[src/rtl/fir_ctrl_pkg.sv]
// Shared types and constants for the multi-channel FIR sequencer.
// Optional build macro used by the top: FIR_CTRL_OVERRUN_EN.
package fir_ctrl_pkg;

    localparam logic [2:0] ST_IDLE = 3'd0;
    localparam logic [2:0] ST_INIT = 3'd1;
    localparam logic [2:0] ST_WAIT = 3'd2;
    localparam logic [2:0] ST_EXEC = 3'd3;
    localparam logic [2:0] ST_DONE = 3'd4;

    // Coefficient ROM read latency, spent in the WAIT state.
    localparam int WAIT_LAT = 1;

    typedef enum logic [2:0] {
        S_IDLE = ST_IDLE,
        S_INIT = ST_INIT,
        S_WAIT = ST_WAIT,
        S_EXEC = ST_EXEC,
        S_DONE = ST_DONE
    } fir_state_t;

    function automatic int ch_width(input int n);
        return (n > 1) ? $clog2(n) : 1;
    endfunction

endpackage

[src/rtl/fir_tap_counter.sv]
// Loadable up-counter that saturates at a programmable terminal value.
// Used for both the tap index and the channel index.
module fir_tap_counter #(
    parameter int W = 6
) (
    input  logic         clk,
    input  logic         rst,
    input  logic         load_i,
    input  logic [W-1:0] load_val_i,
    input  logic         inc_i,
    input  logic [W-1:0] term_val_i,
    output logic [W-1:0] cnt_o,
    output logic         tc_o
);

    logic [W-1:0] cnt_q, cnt_d;

    always_comb begin
        cnt_d = cnt_q;
        if (load_i) begin
            cnt_d = load_val_i;
        end else if (inc_i && !tc_o) begin
            cnt_d = cnt_q + 1'b1;
        end
    end

    always_ff @(posedge clk or posedge rst) begin
        if (rst) begin
            cnt_q <= '0;
        end else begin
            cnt_q <= cnt_d;
        end
    end

    assign cnt_o = cnt_q;
    assign tc_o  = (cnt_q == term_val_i);

endmodule

[src/rtl/fir_mc_seq_ctrl.sv]
// Multi-channel FIR sequencer: one TDM frame per handshake, runtime tap count.
// Build macro FIR_CTRL_OVERRUN_EN adds a sticky overrun flag output.
module fir_mc_seq_ctrl
    import fir_ctrl_pkg::*;
#(
    parameter int  FIR_SIZE = 64,
    parameter int  NUM_CH   = 4,
    localparam int AW       = $clog2(FIR_SIZE),
    localparam int CW       = ch_width(NUM_CH)
) (
    input  logic          clk,
    input  logic          rst,
    input  logic          inputValid,
    output logic          inputReady,
    input  logic [AW:0]   tapCount,
    output logic          outputValid,
    input  logic          outputReady,
    output logic [AW-1:0] address,
    output logic [CW-1:0] channel,
    output logic          flush,
    output logic          shift,
    output logic          freeze,
    output logic          macEn,
`ifdef FIR_CTRL_OVERRUN_EN
    output logic          overrun,
`endif
    output logic          frameDone
);

    fir_state_t    ps_q, ps_d;
    logic [AW:0]   n_q, n_d;
    logic [3:0]    wait_q, wait_d;

    logic [AW-1:0] tap_cnt, tap_term;
    logic          tap_tc, tap_load, tap_inc;
    logic [CW-1:0] ch_cnt;
    logic          ch_tc, ch_load, ch_inc;
    logic          done_hs;

    assign done_hs  = (ps_q == S_DONE) && outputReady;
    assign tap_term = AW'(n_q - 1'b1);

    // Tap index sits at 0 outside EXEC/DONE, so WAIT presents address 0 and
    // every EXEC starts from 0; DONE keeps the last tap until the handshake.
    assign tap_load = ((ps_q != S_EXEC) && (ps_q != S_DONE)) || done_hs;
    assign tap_inc  = (ps_q == S_EXEC);

    assign ch_load  = done_hs && ch_tc;
    assign ch_inc   = done_hs;

    fir_tap_counter #(.W(AW)) u_tap_cnt (
        .clk        (clk),
        .rst        (rst),
        .load_i     (tap_load),
        .load_val_i ('0),
        .inc_i      (tap_inc),
        .term_val_i (tap_term),
        .cnt_o      (tap_cnt),
        .tc_o       (tap_tc)
    );

    fir_tap_counter #(.W(CW)) u_ch_cnt (
        .clk        (clk),
        .rst        (rst),
        .load_i     (ch_load),
        .load_val_i ('0),
        .inc_i      (ch_inc),
        .term_val_i (CW'(NUM_CH - 1)),
        .cnt_o      (ch_cnt),
        .tc_o       (ch_tc)
    );

    always_ff @(posedge clk or posedge rst) begin
        if (rst) begin
            ps_q   <= S_IDLE;
            n_q    <= '0;
            wait_q <= '0;
        end else begin
            ps_q   <= ps_d;
            n_q    <= n_d;
            wait_q <= wait_d;
        end
    end

    always_comb begin
        ps_d        = ps_q;
        n_d         = n_q;
        wait_d      = 4'd0;
        inputReady  = 1'b0;
        outputValid = 1'b0;
        flush       = 1'b0;
        shift       = 1'b0;
        freeze      = 1'b0;
        macEn       = 1'b0;
        frameDone   = 1'b0;
        unique case (ps_q)
            S_IDLE: begin
                inputReady = ~rst;
                if (inputValid) begin
                    ps_d = S_INIT;
                    n_d  = (tapCount == '0 || tapCount > (AW+1)'(FIR_SIZE))
                         ? (AW+1)'(FIR_SIZE) : tapCount;
                end
            end
            S_INIT: begin
                shift = 1'b1;
                flush = 1'b1;
                ps_d  = S_WAIT;
            end
            S_WAIT: begin
                wait_d = wait_q + 4'd1;
                if (wait_q == 4'(WAIT_LAT - 1)) begin
                    ps_d = S_EXEC;
                end
            end
            S_EXEC: begin
                macEn = 1'b1;
                if (tap_tc) begin
                    ps_d = S_DONE;
                end
            end
            S_DONE: begin
                outputValid = 1'b1;
                freeze      = 1'b1;
                // Decoded from state/counter only: marks the last channel's
                // result, consumed in the same cycle when outputReady is high.
                frameDone   = ch_tc;
                if (outputReady) begin
                    ps_d = ch_tc ? S_IDLE : S_INIT;
                end
            end
            default: ps_d = S_IDLE;
        endcase
    end

    assign address = tap_cnt;
    assign channel = ch_cnt;

`ifdef FIR_CTRL_OVERRUN_EN
    logic busy_vld, busy_vld_q, overrun_q;

    assign busy_vld = inputValid && (ps_q != S_IDLE);

    always_ff @(posedge clk or posedge rst) begin
        if (rst) begin
            busy_vld_q <= 1'b0;
            overrun_q  <= 1'b0;
        end else begin
            busy_vld_q <= busy_vld;
            overrun_q  <= overrun_q | (busy_vld & busy_vld_q);
        end
    end

    assign overrun = overrun_q;
`endif

endmodule

[config.mk]
export PLATFORM = sky130hd
export DESIGN_NAME = fir_mc_seq_ctrl
export DESIGN_NICKNAME = d
export VERILOG_FILES = /design/src/rtl/fir_ctrl_pkg.sv /design/src/rtl/fir_tap_counter.sv /design/src/rtl/fir_mc_seq_ctrl.sv
export SDC_FILE = /design/constraint.sdc
export NUM_CORES = 1
export LEC_CHECK = 0
export ABC_AREA = 1
export BUFFER_PORTS_ARGS = -buffer_cell sky130_fd_sc_hd__buf_2
export CAP_MARGIN = 20
export CORE_UTILIZATION = 56
export DETAILED_ROUTE_END_ITERATION = 12
export PLACE_DENSITY_LB_ADDON = 0.12
export SETUP_SLACK_MARGIN = 0.4
export SLEW_MARGIN = 40
export SYNTH_ARGS = -nofsm -noshare
export SYNTH_HDL_FRONTEND = slang
export SYNTH_HIERARCHICAL = 1
export SYNTH_SLANG_ARGS = --single-unit
[constraint.sdc]
create_clock -name clk -period 1.8 [get_ports clk]
set_input_delay 0.09 -clock clk [delete_from_list [all_inputs] [get_ports clk]]
set_output_delay 0.09 -clock clk [all_outputs]
set_load 0.005 [all_outputs]
Yosys cells after proc, flatten, opt, wreduce, memory -nomap -nowiden
Index checks and enable logic that the tools add are counted.
{"block": "word_totals", "output_inout_bits": 15, "romBits": 0, "ram_bits": 0, "regBits": 21, "latchBits": 0, "n_memories": 0}
{"block": "classes", "n_mux": 17, "n_addsub": 4, "n_div": 0, "n_shift": 0, "eq_ne": 12, "bitwise": 1, "n_mul": 0, "reduce_logical": 16, "n_lt_le_gt_ge": 1}
{"cell": "2-to-1 mux 6 bit", "n": 3}
{"cell": "one-hot mux 3 bit (5 select lines)", "n": 1}
{"cell": "2-to-1 mux 3 bit", "n": 4}
{"cell": "!= test 2 bit (second input constant)", "n": 4}
{"cell": "greater-than comparator 7 bit (second input constant)", "n": 1}
{"cell": "zero test 7 bit", "n": 1}
{"cell": "adder 6 x 1 -> 6 bit (second input constant)", "n": 1}
{"cell": "equality test 3 x 2 -> 1 bit (second input constant)", "n": 2}
{"cell": "equality test 6 bit", "n": 1}
{"cell": "2-to-1 mux 1 bit", "n": 6}
{"cell": "subtractor 6 x 1 -> 6 bit (second input constant)", "n": 1}
{"cell": "logical AND 1 bit", "n": 5}
{"cell": "adder 4 x 1 -> 4 bit (second input constant)", "n": 1}
{"cell": "zero test 4 bit", "n": 1}
{"cell": "2-to-1 mux 2 bit", "n": 2}
{"cell": "2-to-1 mux 4 bit", "n": 1}
{"cell": "AND reduction 4 bit", "n": 1}
{"cell": "nonzero test 2 bit", "n": 2}
{"cell": "equality test 3 x 1 -> 1 bit (second input constant)", "n": 1}
{"cell": "equality test 3 bit (second input constant)", "n": 1}
{"cell": "zero test 3 bit", "n": 1}
{"cell": "!= test 3 x 2 -> 1 bit (second input constant)", "n": 1}
{"cell": "!= test 3 bit (second input constant)", "n": 1}
{"cell": "adder 2 x 1 -> 2 bit (second input constant)", "n": 1}
{"cell": "other kinds (5)", "n": 7}

Logic depth before layout (Yosys ltp)
{"block": "logic_depth", "word_depth": 6, "depth_mapped": 14}

Cells and area by module
The synthesis kept the hierarchy.
{"mod": "fir_mc_seq_ctrl", "cells_per_inst": 107, "area_each_um2": 835.8, "n_inst": 1}
{"mod": "fir_tap_counter (u_tap_cnt)", "cells_per_inst": 88, "area_each_um2": 524.3, "n_inst": 1}
{"mod": "fir_tap_counter (u_ch_cnt)", "cells_per_inst": 31, "area_each_um2": 171.4, "n_inst": 1}

Least setup slack after synthesis
Ideal clock, no wire load.
{"block": "synth_timing", "path_kind": "flip-flop to flip-flop", "start": "register n_q[2]", "end": "register ps_q[2]", "setup_time_ns": 0.066, "arrival_ns": 1.573, "t_required_ns": 1.734, "setup_slack_ns": 0.161, "path_stages_with_launch": 15, "cell_sequence": "dfrtp_1 -> nor2_1 -> nand2_1 -> nor3_1 -> xor2_1 -> inv_1 -> nand2_1 -> nand2_1 -> nor2_2 -> nand3_2 -> inv_1 -> nor2_2 -> nor2_4 -> nand3_1 -> nand2_1"}
{"block": "synth_between", "elab_chain_cells": 4}
{"element": "start: declaration", "line_no": "fir_mc_seq_ctrl.sv:31", "rtl": "logic [AW:0] n_q, n_d;"}
{"element": "start signal: assignment", "line_no": "fir_mc_seq_ctrl.sv:80", "rtl": "n_q <= n_d;"}
{"element": "subtractor 6 x 1 -> 6 bit", "line_no": "fir_mc_seq_ctrl.sv:41", "rtl": "assign tap_term = AW'(n_q - 1'b1);"}
{"element": "named net tap_term[5]", "line_no": "fir_mc_seq_ctrl.sv:34", "rtl": "logic [AW-1:0] tap_cnt, tap_term;"}
{"element": "equality test 6 bit", "line_no": "fir_tap_counter.sv:36", "rtl": "assign tc_o = (cnt_q == term_val_i);"}
{"element": "named net tap_tc", "line_no": "fir_mc_seq_ctrl.sv:35", "rtl": "logic tap_tc, tap_load, tap_inc;"}
{"element": "!= test 2 bit (no source line)"}
{"element": "AND reduction 4 bit (no source line)"}
{"element": "end signal: assignment", "line_no": "fir_mc_seq_ctrl.sv:79", "rtl": "ps_q <= ps_d;"}
{"element": "end: declaration", "line_no": "fir_mc_seq_ctrl.sv:30", "rtl": "fir_state_t ps_q, ps_d;"}
The timed path passes the listed nets, and every way through them passes these cells.
A chain may end at the register's enable or synchronous reset.

Worst setup path in the final report
{"block": "layout_timing", "start": "register n_q[0]", "end": "register ps_q[2]"}
Same word-level chain as after synthesis.

==> impl_results.md <==
- Die Wd: roughly 54 um
- Antenna Cells: 0
- Most Frequent Cell on Critical Path: nand2_1
- 1st-iter DRT viols: 22
- I/O Buffers: 25
- Delay-heaviest family, CP: simple AND/OR/NAND/NOR gates
- Critical hold path startpoint: tapCount[4]
- Sequential share of the synthesized area: approximately 34%
- Via/cell ratio: just under 5
- Number of iterations in the first detailed-routing pass: 4
- Reg-to-reg setup timing slack: -30 ps
- CP peak stage delay: approximately 420 ps
- R2r startpoint: n_q[0]$_DFFE_PP0P_
- Setup TNS: -50.3 ps
- Adder-cell share of the synthesized area: roughly 3.3%
- XOR/XNOR Fraction of Synth Area: under 10%
- Final Critical Period: ~1800 ps
- CTS Sinks: 21
- Util after Layout: between 70% and 80%
- Largest family of logic cells by synthesized area: simple AND/OR/NAND/NOR gates
- Longest Clk Path Bufs: 2
- WHS: about 22 ps
- Critical Path Start Type: register
- Synthesized area per cell: around 6.8 um2
- Clock Skew: roughly 6.6 ps
- RSZ-0062 raised after global routing: true
- CTS buffer count: 3
- Worst slack after detailed placement: around 65 ps
- Worst vdd ir: about 0.00095 V
- Starting Density: 60.7%
- Number of I/O pins: 26
- Endpoint of the worst register-to-register path: ps_q[2]$_DFFE_PP0P_
- Worst Hold Endpoint: n_q[4]$_DFFE_PP0P_
- Area Growth Syn to Fin: 22.0%
- GPL Wtd Cong: between 0.7 and 0.8
- Crit-path slowest cell: dfrtp_1
- Peak fanout along the critical path: 4
- Post-Synthesis Cells: about 230
- CTS root buf: clkbuf_4
- Mux contribution to synthesized area: 0%
- Worst EP arrival: 2080 ps
- Die Ht: 54.3 um
- Final period util: 101%
- FP Rows: 18
- DRC Markers: 0
- Critical path type: register to register
- Final setup vio count: 3
- Final WL: between 3000 and 4000 um
- Antenna violations before repair: 0
- Core area: 2520 um2
- Clock transition at path regs: about 120 ps
- Synth Register Bits: 21
- Worst path required time: roughly 2100 ps
- Largest net degree at the start of global routing: 14
- Final worst setup slack: -25.1 ps
- DIE AREA: 2950 um2
- CTS tree: yes
- First-pass GRT wire length: slightly below 5000 um
- Worst path depth: 14
- CP cell instances: inv_2, nand2_1, nor3_2, xor2_1, inv_1, nand2_1, nand2_1, nor2_2, nand3_2, inv_2, nor2_4, nor2_4, nand3_1, nand2_1
- Max Fclk: between 500 and 600 MHz
- Final Hold Vio Count: 0
- Hold depth: 3
- Clk_lat worst skew: between 300 and 400 ps
- Final nets: 289
- Failing checks: setup timing
- Worst Reg-to-Reg Cells: 14
- Layout cells sized above 1: between 20% and 30%
- Commonest non-fill, non-tap cells in the layout: nand2_1, inv_1, buf_2
- Synth warn: 6
- Via Count: ~1,500
- # placed instances: 290
- Finished Cell Area: roughly 1900 um2
- Leak: about 1.1 nW
- DP Wirelength: about 2400 um
- Compound-Gate Fraction of Synth Area: 5.64%
- Drt wl/cell: just over 10 um
- Critical path buffer and inverter count: 3
- Max_cap viols: 0
- Mapped cell area: about 1500 um2
- Total chip power: 2.85 mW
- Grt total ovfl: 0
- Simple-gate portion of the synthesized area: 41.1%
- Power Density: about 1500 nW/um2
- Status: complete, but fails checks
- GRT Overall Usage: 23.1%
- Setup crit end kind: register
- Vias in the first global route: between 1,000 and 1,500
- Most common cell after layout, fill and taps aside: nand2_1
- Final slew viol count: 0
- Placed cell areas: around 1700 um2
- Fillers: between 200 and 250
- Final non-filler cell total: approximately 300
- HP Class: input pin to register
- Synth cell types: 26
- Post-DRT Antenna Nets: 0
- H-tree depth: 1
-- Yosys cell counts --
cell type	n	area share, %
inv_1	29	7.1
nand3_2	5	3.3
a21oi_1	1	0.33
o21ai_1	7	2.3
inv_4	1	0.41
ha_1	4	3.3
nand3b_1	1	0.49
xor2_1	3	1.7
xnor2_1	4	2.3
inv_2	7	1.7
nor2_1	17	4.2
dfrtp_1	21	34
buf_4	3	1.5
nor2_2	6	2.5
nand2_2	3	1.2
nor2_4	2	1.5
nor3_1	3	0.98
o21ai_0	8	2.6
clkinv_1	2	0.49
nand4_1	5	2.0
nand2_1	72	18
nand2_4	2	1.5
nand3_1	16	5.2
o22ai_1	1	0.41
conb_1	2	0.49
nor3_2	1	0.65
-- worst min-delay path, stage by stage --
cell     delay [ps]
buf_2           100
nand2_1          50
o21ai_1          60
-- final cells by class --
| cell class | instances | area, um2 | area share (%) |
|---|---|---|---|
| repair buffers | 36 | 210 | 11.3 |
| flip-flops and latches | 21 | 527 | 28.2 |
| multi-input cells | 173 | 918 | 49.2 |
| well taps | 30 | 37.5 | 2.01 |
| inverters | 39 | 149 | 7.97 |
| clock buffers | 4 | 26.3 | 1.41 |
-- per-layer routing --
layer	GRT usage (%)	vias up	wire length (um)
li1	-	782	-
met1	27.9	634	1480
met2	40.9	41	1440
met3	2.50	6	135
met4	10.3	0	50
met5	0	-	0
-- power breakdown --
| group | internal [mW] | switching (mW) | total [mW] |
|---|---|---|---|
| registers | 0.636 | 0.211 | 0.847 |
| logic | 0.739 | 1.03 | 1.77 |
| clock network | 0.0865 | 0.147 | 0.234 |
| total | 1.46 | 1.39 | 2.85 |
-- sequential cells by signal (all words and copies together) (netlist names) --
name             flops
n_q                  6
ps_q                 3
u_ch_cnt/cnt_o       2
u_tap_cnt/cnt_o      6
wait_q               4
-- how the worst max path moves through the flow --
stage                        from             endpoint  slack [ps]
2_1_floorplan  n_q[2]$_DFFE_PP0P_  ps_q[2]$_DFFE_PP0P_         220
3_3_place_gp   n_q[2]$_DFFE_PP0P_  ps_q[0]$_DFFE_PP0P_          80
3_5_place_dp   n_q[2]$_DFFE_PP0P_  ps_q[0]$_DFFE_PP0P_          60
4_1_cts        n_q[1]$_DFFE_PP0P_  ps_q[2]$_DFFE_PP0P_           1
5_1_grt        n_q[1]$_DFFE_PP0P_  ps_q[2]$_DFFE_PP0P_        -180
6_report       n_q[0]$_DFFE_PP0P_  ps_q[2]$_DFFE_PP0P_         -30
-- what timing repair did --
action	4_1_cts	5_1_grt
setup endpoints to repair	16	18
pin swaps	2	4
endpoints found under the hold margin	21	0
setup buffers	5	3
resized for setup	2	7
hold buffers	1	0
-- cells by family after synthesis --
family	count (synthesis)
compound gates	17
xor+xnor	7
fa+ha+maj	4
buf+inv	42
flops	21
other cells	2
simple gates	133
No activity file was read; power rests on OpenSTA's default activity.
